--- src/rtl/fir_seq_ctrl.sv ---
// Sequencer for a time-multiplexed FIR datapath with one shared multiplier and one accumulator.
// Each accepted sample runs LOAD, then n MAC cycles, then WRITE, and a one-cycle out_valid pulse follows.
module fir_seq_ctrl #(
    parameter int NTAPS = 4,
    parameter int SEL_W = 2
) (
    input  logic             clk,
    input  logic             reset,
    input  logic             in_valid,
    output logic             in_ready,
    input  logic [SEL_W:0]   taps_active,
    input  logic             stall,
    output logic             x_ld,
    output logic             sum_clr,
    output logic             sum_ld,
    output logic [SEL_W-1:0] mult_sel,
    output logic             y_ld,
    output logic             out_valid,
    output logic             busy
);

    typedef enum logic [1:0] {
        IDLE  = 2'd0,
        LOAD  = 2'd1,
        MAC   = 2'd2,
        WRITE = 2'd3
    } state_t;

    localparam logic [SEL_W:0] N_MAX = (SEL_W + 1)'(NTAPS);
    localparam logic [SEL_W:0] N_ONE = (SEL_W + 1)'(1);

    state_t           state;
    logic [SEL_W-1:0] tap;
    logic [SEL_W:0]   n_taps;
    logic [SEL_W:0]   n_clamped;
    logic [SEL_W:0]   n_last;
    logic             last_tap;

    // A tap count of zero still runs one MAC so every sample produces an output.
    always_comb begin
        n_clamped = taps_active;
        if (taps_active == '0) begin
            n_clamped = N_ONE;
        end else if (taps_active > N_MAX) begin
            n_clamped = N_MAX;
        end
    end

    assign n_last   = n_taps - N_ONE;
    assign last_tap = ({1'b0, tap} == n_last);

    always_ff @(posedge clk or posedge reset) begin
        if (reset) begin
            state     <= IDLE;
            tap       <= '0;
            n_taps    <= N_ONE;
            out_valid <= 1'b0;
        end else begin
            out_valid <= (state == WRITE) && !stall;
            case (state)
                IDLE: begin
                    if (in_valid && in_ready) begin
                        n_taps <= n_clamped;
                        tap    <= '0;
                        state  <= LOAD;
                    end
                end
                LOAD: begin
                    if (!stall) begin
                        tap   <= '0;
                        state <= MAC;
                    end
                end
                MAC: begin
                    if (!stall) begin
                        if (last_tap) begin
                            tap   <= '0;
                            state <= WRITE;
                        end else begin
                            tap <= tap + SEL_W'(1);
                        end
                    end
                end
                WRITE: begin
                    if (!stall) begin
                        state <= IDLE;
                    end
                end
                default: begin
                    tap   <= '0;
                    state <= IDLE;
                end
            endcase
        end
    end

    // Stall gates the strobes only; state and tap are frozen by the register logic above.
    assign in_ready = (state == IDLE) && !stall;
    assign x_ld     = (state == LOAD) && !stall;
    assign sum_clr  = (state == LOAD) && !stall;
    assign sum_ld   = (state == MAC) && !stall;
    assign y_ld     = (state == WRITE) && !stall;
    assign mult_sel = (state == MAC) ? tap : '0;
    assign busy     = (state != IDLE);

endmodule

--- config.mk ---
export PLATFORM = sky130hd
export DESIGN_NAME = fir_seq_ctrl
export DESIGN_NICKNAME = d
export VERILOG_FILES = /design/src/rtl/fir_seq_ctrl.sv
export SDC_FILE = /design/constraint.sdc
export NUM_CORES = 1
export LEC_CHECK = 0
export CORE_MARGIN = 1
export CORE_UTILIZATION = 35
export CTS_CLUSTER_SIZE = 14
export DETAILED_ROUTE_END_ITERATION = 8
export MAX_ROUTING_LAYER = met4
export PLACE_DENSITY = 0.7
export SYNTH_ARGS = -nofsm -noshare
export SYNTH_HDL_FRONTEND = slang
export SYNTH_SLANG_ARGS = --single-unit
--- constraint.sdc ---
create_clock -name clk -period 3.3 [get_ports clk]
set_clock_uncertainty 0.1 [all_clocks]
set_input_delay 0.99 -clock clk [delete_from_list [all_inputs] [get_ports clk]]
set_output_delay 0.99 -clock clk [all_outputs]
set_load 0.1 [all_outputs]
==> impl_metrics.csv, run 1 <==
group,metric,value,unit
final_layout,fill_cells,142,
place,portBuffers,15,
final_layout,synthToLayoutAreaGrowth,42.8,%
setup_path,crit_fanout,7,
route,drtPass1Iterations,2,
sta,fmax,0.315,GHz
floorplanning,io-pin-count,16,
place,gp_congestion,0.726,
floorplanning,die_area,1760,µm²
synth,synth_edf_count,0,
clocking,numCtsBuffers,3,
final_layout,fin_util,0.535,
route,via_count,435,
setup_path,worst-path-buf-inv,2,
sta,slew_headroom,0.796,
synth,syn_inst,59,
synth,yosys_most_used_dff,"dfrtp_1",
floorplanning,std_cell_rows,14,
route,wirelength,1020,µm
floorplanning,initial_core_util,0.375,
hold_path,holdCritPathClass,"reg2reg",
floorplanning,die_w,41.9,µm
place,hpwl,839,µm
synth,syn-mean-instance-area,9.46,µm²
sta,fin_crit,3.18,ns
synth,ys_types,24,
sta,finalHoldViolations,0,
run_status,outcome,"finished, final reports clean",
synth,synth_area,558,µm²
route,via_per_inst,4.68,
sta,finalSetupViolations,0,
setup_path,crit_type,"in2out",
final_layout,layout-drive-gt1-share,0.286,
grt,grt_first_pass_wirelength,1880,µm
clocking,cts-root-buf,"clkbuf_4",
clocking,cts_setup_buffers,0,
flow_run,drv_cap,0,
grt,overflow,0,
grt,use_met2,0.225,
grt,track_usage,0.151,
final_layout,seqCellArea,201,µm²
clocking,clk_pin_slew,0.06,ns
clocking,cts_tree,"built",
floorplanning,core-area,1490,µm²
clocking,cts.htree.levels,1,
floorplanning,die_h,41.9,µm
setup_path,crit_required,2.21,ns
setup_path,slowest_delay,0.56,ns
final_layout,diodes,0,
sta,maxSlewViolCount,0,
clocking,cts.sinks,8,
route,drc,0,
route,drtIter0Drc,1,
setup_path,crit_chain,"clkdlybuf4s50_1 > nor2b_2 > buf_12",
grt,met1_usage,0.187,
grt,grt_util_met3,0.0652,
setup_path,cp-end-kind,"primary output",
synth,yosysWarningCount,0,
sta,rsz0062_at_grt,"no",
grt,grt_max_degree,9,
clocking,clkLatencyLatePin,0.26,ns
final_layout,layout.nets,92,
sta,timing.final.crit_share,0.963,
synth,yosysSeqAreaShare,0.361,
synth,synth.net_count,73,
clocking,hold_buffers,0,
clocking,post_cts_resized,0,
route,drtAntennaViolNets,0,
grt,grt_pass1_vias,411,
setup_path,cp.arrival,2.09,ns
final_layout,multi_input_area,318,µm²
clocking,clk_path_buf_depth,2,
grt,grt_antenna_before_repair,0,
synth,synth_seq_cells,8,
grt,gr-max-usage-layer,"met2",
synth,async_reset_ff_frac,1.00,
setup_path,cp-start-kind,"primary input",
sta,worst_pin_slew,0.305,ns
route,avgRoutedWirePerCell,11.0,µm
setup_path,critPathTopFamily,"buffers and inverters",
setup_path,cpMaxStageDelayCell,"clkdlybuf4s50_1",
## through the flow
step	TNS, ns	hold WS, ns	instance area, µm²	cells	worst slack, ns
CTS	0	0.394	797	93	0.114
floorplan	-0.0329	0.350	568	59	-0.0329
finish	0	0.386	797	93	0.121
detailed placement	0	0.381	771	89	0.115
global placement	0	0.365	771	89	0.184
global route	0	0.416	797	93	0.0740
## sequential cells by signal, summed over array words and instances, names as in the netlist
| register | flops |
|---|---|
| n_taps | 3 |
| tap | 2 |
| out_valid | 1 |
| state | 2 |
## placed cells by master (no fill, tap or decap), types with 2 or more instances in the layout
master and count:
clkbuf_4 3, nand2_1 3, nor2_2 2, o31ai_1 2, ha_1 7, nor2_1 2
buf_12 5, a31oi_1 2, nor2b_2 3, buf_4 4, nor2b_1 2, o21ai_0 3
xor2_1 2, dfrtp_1 7, inv_1 11, clkdlybuf4s50_1 6
## cell usage after synthesis, types with 2 or more instances
library cell,instances,area share
nor2b_1,5,0.056
dfrtp_1,7,0.31
inv_1,11,0.074
a31oi_1,2,0.022
ha_1,7,0.16
nand2_1,3,0.020
o31ai_1,2,0.027
nor2_1,3,0.020
xor2_1,2,0.031
o21ai_0,3,0.027
## cell families after synthesis
group / after synthesis / synth area share
XOR/XNOR: 3 / 0.0471
flip-flops: 8 / 0.361
buffers and inverters: 12 / 0.0874
AND/OR/NAND/NOR: 14 / 0.128
adder cells (fa/ha/maj): 7 / 0.157
multiplexers: 2 / 0.0471
AO/OA/AOI/OAI: 13 / 0.173
## tightest hold or removal path, stage by stage (launching register included)
cell and delay, ns:
dfrtp_1 0.34, nand2_1 0.05, o21ai_0 0.06
## layer usage
metal,vias up,wire length [µm]
li1,233,-
met1,191,490
met2,11,489
met3,0,41
met4,0,0
met5,-,0
## layout make-up
class | count | share of cell area
Multi-Input combinational cell | 39 | 0.399
Sequential cell | 8 | 0.253
Timing Repair Buffer | 15 | 0.239
Inverter | 11 | 0.0518
Clock buffer | 4 | 0.0330
Tap cell | 16 | 0.0251
## final timing paths
check,depth (start not counted),endpoint,slack [ns],start
setup / recovery,3,x_ld,0.12,stall
hold / removal,2,n_taps[1]$_DFFE_PP0P_,0.39,n_taps[1]$_DFFE_PP0P_
setup reg to reg,6,state[1]$_DFFE_PP0P_,1.34,n_taps[0]$_DFFE_PP1P_
hold reg to reg,2,n_taps[1]$_DFFE_PP0P_,0.39,n_taps[1]$_DFFE_PP0P_
max in group asynchronous,2,n_taps[0]$_DFFE_PP1P_,1.95,reset
min in group asynchronous,2,tap[0]$_DFFE_PP0P_,0.87,reset
Power of run 1 is left out: the tool's default activity adds up to more than one toggle a clock period on the data nets, which glitch-free logic cannot reach.
==> run 2, diff against run 1 <==
--- a/config.mk
+++ b/config.mk
@@ -11,6 +11,7 @@
 export DETAILED_ROUTE_END_ITERATION = 8
 export MAX_ROUTING_LAYER = met4
 export PLACE_DENSITY = 0.7
+export SLEW_MARGIN = 5
 export SYNTH_ARGS = -nofsm -noshare
 export SYNTH_HDL_FRONTEND = slang
 export SYNTH_SLANG_ARGS = --single-unit
==> results of run 2 <==
Same layout as run 1: the final DEF is identical, and so are final timing and power.
Power of run 2 is left out for the same reason.
